## config.mk

```make
export PLATFORM = sky130hd
export DESIGN_NAME = bms_fault_detector
export DESIGN_NICKNAME = d
export VERILOG_FILES = /design/src/rtl/bms_fault_detector.sv
export SDC_FILE = /design/constraint.sdc
export NUM_CORES = 1
export LEC_CHECK = 0
export ABC_AREA = 1
export CORE_MARGIN = 4
export CORE_UTILIZATION = 55
export CTS_CLUSTER_DIAMETER = 150
export DETAILED_ROUTE_END_ITERATION = 7
export GPL_ROUTABILITY_DRIVEN = 0
export PLACE_DENSITY = 0.92
export SETUP_SLACK_MARGIN = 0.4
export SLEW_MARGIN = 10
export SYNTH_ARGS = -nofsm -noshare
export SYNTH_HDL_FRONTEND = slang
export SYNTH_SLANG_ARGS = --single-unit
```

## constraint.sdc

```tcl
create_clock -name clk -period 3.9 [get_ports clk]
set_clock_uncertainty 0.1 [all_clocks]
set_input_delay 0.585 -clock clk [delete_from_list [all_inputs] [get_ports clk]]
set_output_delay 0.585 -clock clk [all_outputs]
set_load 0.1 [all_outputs]
```

## src/rtl/bms_fault_detector.sv

```systemverilog
`default_nettype none
// ---------------------------------------------------------------------------
// bms_fault_detector: OV/UV/OC/OT threshold, hysteresis and debounce front-end.
// Rev 1.0 - initial release
// ---------------------------------------------------------------------------
module bms_fault_detector #(
  parameter int VW      = 16,
  parameter int IW      = 16,
  parameter int TW      = 8,
  parameter int CW      = 4,
  parameter int OV_SET  = 4200,
  parameter int OV_CLR  = 4100,
  parameter int UV_SET  = 2800,
  parameter int UV_CLR  = 2900,
  parameter int OC_SET  = 20000,
  parameter int OC_CLR  = 18000,
  parameter int OT_SET  = 60,
  parameter int OT_CLR  = 55,
  parameter int DEB_SET = 4,
  parameter int DEB_CLR = 8
) (
  input  logic                 clk,
  input  logic                 rst_n,
  input  logic                 sample_valid,
  input  logic [VW-1:0]        cell_mv,
  input  logic signed [IW-1:0] pack_ma,
  input  logic signed [TW-1:0] temp_c,
  input  logic                 clear_faults,
  output logic                 ov_fault,
  output logic                 uv_fault,
  output logic                 oc_fault,
  output logic                 ot_fault,
  output logic                 any_fault,
  output logic                 sample_done
);

  typedef enum logic {ST_OK = 1'b0, ST_FAULT = 1'b1} state_e;

  localparam logic [VW-1:0]        c_ov_set  = VW'(OV_SET);
  localparam logic [VW-1:0]        c_ov_clr  = VW'(OV_CLR);
  localparam logic [VW-1:0]        c_uv_set  = VW'(UV_SET);
  localparam logic [VW-1:0]        c_uv_clr  = VW'(UV_CLR);
  localparam logic [IW:0]          c_oc_set  = (IW+1)'(OC_SET);
  localparam logic [IW:0]          c_oc_clr  = (IW+1)'(OC_CLR);
  localparam logic signed [TW-1:0] c_ot_set  = TW'(OT_SET);
  localparam logic signed [TW-1:0] c_ot_clr  = TW'(OT_CLR);
  localparam logic [CW-1:0]        c_deb_set = CW'(DEB_SET);
  localparam logic [CW-1:0]        c_deb_clr = CW'(DEB_CLR);
  localparam logic [CW-1:0]        c_cnt_max = '1;

  // Sign-extend by one bit so the most negative current has a representable magnitude.
  logic [IW:0] cur_ext_w;
  logic [IW:0] cur_mag_w;
  assign cur_ext_w = {pack_ma[IW-1], pack_ma};
  assign cur_mag_w = cur_ext_w[IW] ? (~cur_ext_w + 1'b1) : cur_ext_w;

  // Channel order: 0=OV, 1=UV, 2=OC, 3=OT
  logic [3:0] viol_w;
  logic [3:0] clr_ok_w;
  assign viol_w[0]   = (cell_mv >= c_ov_set);
  assign clr_ok_w[0] = (cell_mv <= c_ov_clr);
  assign viol_w[1]   = (cell_mv <= c_uv_set);
  assign clr_ok_w[1] = (cell_mv >= c_uv_clr);
  assign viol_w[2]   = (cur_mag_w >= c_oc_set);
  assign clr_ok_w[2] = (cur_mag_w <= c_oc_clr);
  assign viol_w[3]   = (temp_c >= c_ot_set);
  assign clr_ok_w[3] = (temp_c <= c_ot_clr);

  logic [3:0] fault_d;
  logic [3:0] fault_q;
  logic       any_q;
  logic       done_q;

  for (genvar g = 0; g < 4; g++) begin : g_chan
    state_e        state_q, state_d;
    logic [CW-1:0] cnt_q, cnt_d, cnt_inc;

    assign cnt_inc = (cnt_q == c_cnt_max) ? cnt_q : cnt_q + 1'b1;

    always_comb begin
      state_d = state_q;
      cnt_d   = cnt_q;
      if (clear_faults) begin
        state_d = ST_OK;
        cnt_d   = '0;
      end else if (sample_valid) begin
        case (state_q)
          ST_OK: begin
            if (!viol_w[g]) begin
              cnt_d = '0;
            end else if (cnt_inc == c_deb_set) begin
              state_d = ST_FAULT;
              cnt_d   = '0;
            end else begin
              cnt_d = cnt_inc;
            end
          end
          default: begin
            if (!clr_ok_w[g]) begin
              cnt_d = '0;
            end else if (cnt_inc == c_deb_clr) begin
              state_d = ST_OK;
              cnt_d   = '0;
            end else begin
              cnt_d = cnt_inc;
            end
          end
        endcase
      end
    end

    always_ff @(posedge clk or negedge rst_n) begin
      if (!rst_n) begin
        state_q <= ST_OK;
        cnt_q   <= '0;
      end else begin
        state_q <= state_d;
        cnt_q   <= cnt_d;
      end
    end

    assign fault_d[g] = (state_d == ST_FAULT);
  end

  always_ff @(posedge clk or negedge rst_n) begin
    if (!rst_n) begin
      fault_q <= '0;
      any_q   <= 1'b0;
      done_q  <= 1'b0;
    end else begin
      fault_q <= fault_d;
      any_q   <= |fault_d;
      done_q  <= sample_valid;
    end
  end

  assign ov_fault    = fault_q[0];
  assign uv_fault    = fault_q[1];
  assign oc_fault    = fault_q[2];
  assign ot_fault    = fault_q[3];
  assign any_fault   = any_q;
  assign sample_done = done_q;

endmodule
`default_nettype wire

```

==> results of run 1 <==
per-stage QoR:
step / total power (uW) / instance area [sq um]
floorplan: 346 / 2260
global placement: 423 / 2800
detailed placement: 428 / 2800
CTS: 641 / 2870
global route: 670 / 2870
finish: 645 / 2870
metal layers:
metal / global-route usage / share of wire
met4: 0.0647 / 0.018
met3: 0.0208 / 0.050
met2: 0.420 / 0.50
met5: 0 / 0
met1: 0.264 / 0.43
report_power, final:
group | leakage, uW | switching (uW) | internal [uW] | total (uW)
clock network | 0.0000357 | 82.7 | 137 | 220
registers | 0.000303 | 6.45 | 233 | 240
logic | 0.00106 | 108 | 77.8 | 185
total | 0.00140 | 197 | 448 | 645
flip-flops by register name, indices dropped and copies added (netlist names):
signal and flops:
g_chan.cnt_q 16, sample_done 1, fault_q 4, any_fault 1
layout by cell type (no fill, tap or decap):
cell,n
nand2_1,98
inv_1,61
nor2_1,50
clkdlybuf4s50_1,49
nand3_1,37
dfrtp_1,22
o21ai_0,20
a21oi_1,12
nand2_2,8
o22ai_1,8
nor2_2,6
nand4_1,6
nand3b_1,5
o21ai_1,5
xor2_1,5
ha_1,5
nor2_4,3
nor3_1,3
clkbuf_8,3
inv_2,2
nand3_2,2
o211ai_1,2
nor3b_1,2
o31ai_1,2
o21ai_2,1
a21oi_2,1
o21a_1,1
or2_2,1
nor4_2,1
o311ai_0,1
a311oi_1,1
a21boi_0,1
xnor2_1,1
nor3_2,1
a31oi_1,1
clkinv_1,1
bufinv_16,1
how the worst min path moves through the flow:
| stage | start | slack, ns | cells after the start | end |
|---|---|---|---|---|
| 6_report | g_chan[2].cnt_q[3]$_DFFE_PN0P_ | 0.43 | 2 | g_chan[2].cnt_q[3]$_DFFE_PN0P_ |
| 5_1_grt | g_chan[0].cnt_q[2]$_DFFE_PN0P_ | 0.48 | 2 | g_chan[0].cnt_q[2]$_DFFE_PN0P_ |
| 4_1_cts | g_chan[2].cnt_q[3]$_DFFE_PN0P_ | 0.43 | 2 | g_chan[2].cnt_q[3]$_DFFE_PN0P_ |
| 3_5_place_dp | g_chan[2].cnt_q[3]$_DFFE_PN0P_ | 0.41 | 2 | g_chan[2].cnt_q[3]$_DFFE_PN0P_ |
| 3_3_place_gp | g_chan[2].cnt_q[3]$_DFFE_PN0P_ | 0.40 | 2 | g_chan[2].cnt_q[3]$_DFFE_PN0P_ |
| 2_1_floorplan | rst_n | 0.19 | 0 | any_fault$_DFF_PN0_ |
worst min-delay path, stage by stage, from the launching register on:
cell and delay (ns):
dfrtp_1 0.37, nand2_1 0.06, o21ai_1 0.06
kinds of logic (layout without fill, tap and decap cells):
logic type,Yosys count,count (layout),synth area share
compound gates,56,56,0.143
simple gates,223,223,0.450
buf+inv,66,117,0.112
fa+ha+maj,5,5,0.0277
xor+xnor,6,6,0.0233
flops,22,22,0.244
final cells by class:
| cell class | instances | area, sq um |
|---|---|---|
| flip-flops and latches | 22 | 551 |
| inverters | 64 | 240 |
| multi-input cells | 290 | 1450 |
| well taps | 50 | 62.6 |
| fillers | 334 | 1100 |
| clock inverters | 1 | 30.0 |
| repair buffers | 49 | 490 |
| clock buffers | 3 | 41.3 |
cells in the mapped netlist:
cell       n
a21boi_0   1
a21oi_1   12
a21oi_2    1
a311oi_1   1
a31oi_1    1
buf_2      1
buf_4      1
clkinv_1   1
dfrtp_1   22
ha_1       5
inv_1     61
inv_2      2
nand2_1   98
nand2_2    8
nand3_1   37
nand3_2    2
nand3b_1   5
nand4_1    6
nor2_1    50
nor2_2     6
nor2_4     3
nor3_1     3
nor3_2     1
nor3b_1    2
nor4_2     1
o211ai_1   2
o21a_1     1
o21ai_0   20
o21ai_1    5
o21ai_2    1
o22ai_1    8
o311ai_0   1
o31ai_1    2
or2_2      1
xnor2_1    1
xor2_1     5
==> out/summary.txt, run 1 <==
syn_area_per_cell: 5.97 sq um
Seq cells post-synth: 22
CP max stage delay: 1.18 ns
gr usage total: 0.222
dpl hpwl: 4690 um
Port Buf Inserts: 49
crit end category: primary output
die area: 5190 sq um
latest clock arrival within the worst-skew pair: 0.27 ns
# hold bufs at CTS: 0
cell accounting for the most synthesized area: dfrtp_1
pwr dens: 225 nW/um^2
final non-filler cell total: 479
final worst slack: 1.28 ns
Critical Path Source Type: flip-flop
share of layout cells above drive strength 1: 0.0699
DRC viols: 0
Stages on worst setup path: 1
first-pass GRT wire length: 9600 um
placed insts: 475
Peak VDD IR: 129 uV
crit path max-delay cell type: clkdlybuf4s50_1
status: finished clean
Synth Instances: 378
Ys Warns: 0
post_cts resized: 0
Setup Viol. Count Final: 0
synth top area cells: dfrtp_1 24%, nand2_1 16%, inv_1 10%
vias in the first global route: 2380
largest net degree at the start of global routing: 23
router iterations before antenna repair: 4
Critical Path RT: 3.21 ns
Arr. time, crit path: 1.93 ns
hold_ws: 0.426 ns
Peak Freq: 0.382 GHz
Starting Density: 0.568
Slew Limit Fails: 0
CTS max path bufs: 2
syn_nets: 427
initial antenna violation count: 0
Max-cap violations: 0
Routed Antenna Nets: 0
crit-path max FO: 6
top cell type's share of synthesized area: 0.244
Crit Path Class: reg -> out
fin util: 0.722
post-synthesis cell area: 2260 sq um
Worst slew margin: 0.337
Post-Route WL: 5630 um
Worst Path Buf+Inv: 1
GRT overflow: 0
Setup TNS: 0 ns
Critical Path, Cell by Cell: clkdlybuf4s50_1
Critical Path End: ov_fault
cts bufs inserted: 3
Leak: 0.00140 uW
die width: 72.0 um
final hold violations: 0
routed len/inst: 11.8 um
root buf cell: clkbuf_8
Top Ports: 50
reg2reg start: g_chan[0].cnt_q[0]$_DFFE_PN0P_
core footprint: 3970 sq um
Reg2Reg Depth: 14
H-tree depth: 1
n_diodes: 0
min Tclk post-route: 2.62 ns
Cell variety after synth: 36
RSZ-0062 raised after global routing: no
fin crit share: 0.672
CP startpoint: fault_q[0]$_DFF_PN0_
DR vias: 2535
dpl ws: 1.02 ns
worst-margin pin slew: 0.991 ns
DRT iter0 DRCs: 147
vias per std cell: 5.29
sequential fraction of the synthesis area: 0.244
floorplan row count: 23
R2R setup slack: 1.77 ns
Clock transition at path regs: 0.09 ns
RR Endpoint: any_fault$_DFF_PN0_
CTS sink count: 22
TritonCTS clock tree: done
Layout area overhead: 27.1%
DIE HEIGHT: 72.0 um
delay-heaviest family, CP: buffers and inverters
setup repair bufs after CTS: 0
Worst Hold Class: reg -> reg
Layout Nets: 479
Power figures use the tool's default switching activity.
==> inputs of run 2 (changes only) <==
CORE_UTILIZATION = 51   (was 55)
PLACE_DENSITY = 0.87   (was 0.92)
clock period = 2.5 ns   (was 3.9 ns; I/O delays follow)
==> out/summary.txt, run 2 (synthesis gave the netlist of run 1 again) <==
status: finished clean
Net Sw Power: 334 uW
Finished Cell Area: 3220 sq um
GR Util met3: 0.0284
floorplan row count: 23
Slew Limit Fails: 0
DR vias: 2851
GRT overflow: 0
Peak Freq: 0.479 GHz
delay-heaviest family, CP: simple AND/OR/NAND/NOR gates
Starting Density: 0.544
Clock transition at path regs: 0.09 ns
final hold violations: 0
crit end category: flip-flop
initial antenna violation count: 0
Post-Route WL: 7110 um
Layout area overhead: 42.8%
Flop pwr share: 0.352
commonest non-fill, non-tap cell in the layout: nand2_1
Reg with most FFs: g_chan.cnt_q
met2 GRT Util: 0.433
Placed Area: 2840 sq um
n_diodes: 0
met1 GRT Util: 0.259
Arr. time, crit path: 2.14 ns
DRC viols: 0
RSZ-0062 raised after global routing: yes
Routed Antenna Nets: 0
Leak: 0.00164 uW
vias per std cell: 5.71
hold_ws: 0.363 ns
Peak VDD IR: 211 uV
Crit Path Class: in -> reg
router iterations before antenna repair: 5
Port Buf Inserts: 49
vias in the first global route: 2579
fin crit share: 0.836
largest net degree at the start of global routing: 23
CTS max path bufs: 2
core footprint: 4140 sq um
first-pass GRT wire length: 10200 um
min Tclk post-route: 2.09 ns
dpl hpwl: 4690 um
share of layout cells above drive strength 1: 0.232
pwr dens: 328 nW/um^2
latest clock arrival within the worst-skew pair: 0.27 ns
total power: 1060 uW
Layout Nets: 499
gr usage total: 0.231
fin util: 0.777
crit path max-delay cell type: clkdlybuf4s15_1
worst-margin pin slew: 0.505 ns
routed len/inst: 14.2 um
DRT iter0 DRCs: 216
Top Ports: 50
crit-path max FO: 5
root buf cell: clkbuf_8
max FFs per register: 16
commonest non-fill, non-tap cells in the layout: 79 x nand2_1, 57 x inv_1, 44 x nor2_1
sw frac: 0.316
largest registers: g_chan.cnt_q (16), fault_q (4)
CP most frequent cell: nor2_1
Setup Viol. Count Final: 0
Worst slew margin: 0.660
R2R setup slack: 0.43 ns
cts bufs inserted: 3
Critical Path Source Type: input port
CP max stage delay: 0.24 ns
Critical Path RT: 2.55 ns
TritonCTS clock tree: done
Worst Hold Class: in -> async
DIE HEIGHT: 74.5 um
Int Power: 724 uW
die area: 5550 sq um
CTS sink count: 22
Critical Path, Cell by Cell: clkdlybuf4s15_1 -> inv_2 -> ha_4 -> a21oi_1 -> o211ai_1 -> nor2_1 -> nand2_1 -> nor2_1 -> nand2_1 -> nor2_1 -> nor2_1 -> nand2_2 -> nand3_2 -> nand2_2 -> nand2_1
clock network power share: 0.319
H-tree depth: 1
die width: 74.5 um
GR peak layer: met2
Worst Path Buf+Inv: 2
Max-cap violations: 0
Gate power share: 0.329
## run 2: metrics by stage
step | worst slack [ns] | std cells | setup TNS (ns)
floorplan | 0.607 | 378 | 0
global placement | 0.0207 | 481 | 0
detailed placement | -0.0273 | 481 | -0.0437
CTS | 0.394 | 486 | 0
global route | 0.261 | 499 | 0
finish | 0.411 | 499 | 0
## run 2: per-layer routing
metal	routed length [um]	share of wire
met1	2740	0.39
met2	3500	0.49
met3	576	0.081
met4	289	0.041
met5	0	0
## run 2: repair_timing
action / in CTS / in global routing
hold buffers: 0 / 0
endpoints found under the setup margin: 6 / 12
gates cloned: 0 / 1
resized for setup: 19 / 66
pin swaps: 8 / 43
buffers inserted: 1 / 12
endpoints found under the hold margin: 0 / 0
## run 2: area by class of cell
| cell class | count | area, sq um |
|---|---|---|
| Clock buffer | 3 | 41.3 |
| Inverter | 64 | 240 |
| Sequential cell | 22 | 551 |
| Fill cell | 315 | 923 |
| Multi-Input combinational cell | 290 | 1640 |
| Timing Repair Buffer | 69 | 658 |
| Tap cell | 50 | 62.6 |
| Clock inverter | 1 | 30.0 |
## run 2: power by group through the flow
stage	clock (uW)	combinational, uW	sequential [uW]
floorplan	0	138	401
global placement	0	289	379
detailed placement	0	297	380
CTS	338	303	373
global route	350	379	373
finish	338	348	372
## run 2: path summary, 6_finish.rpt
path                                           startpoint                        endpoint  cells past startpoint
setup / recovery                               pack_ma[1]             any_fault$_DFF_PN0_                     15
hold / removal                                      rst_n  g_chan[3].cnt_q[3]$_DFFE_PN0P_                      2
setup reg to reg           g_chan[1].cnt_q[0]$_DFFE_PN0P_             any_fault$_DFF_PN0_                     12
hold reg to reg            g_chan[3].cnt_q[2]$_DFFE_PN0P_  g_chan[3].cnt_q[2]$_DFFE_PN0P_                      2
max in group asynchronous                           rst_n             any_fault$_DFF_PN0_                      2
min in group clk           g_chan[3].cnt_q[2]$_DFFE_PN0P_  g_chan[3].cnt_q[2]$_DFFE_PN0P_                      2
## run 2: worst reg2reg max path, cell delays in order (launching register included)
cell and delay (ns):
dfrtp_1 0.42, ha_1 0.28, inv_1 0.08, nand2_1 0.05, o21ai_1 0.23, nand3_1 0.14, nor2_1 0.14, inv_1 0.06
nor2_1 0.10, nand2_1 0.05, a21oi_1 0.21, nor2_1 0.07, nand2_1 0.06
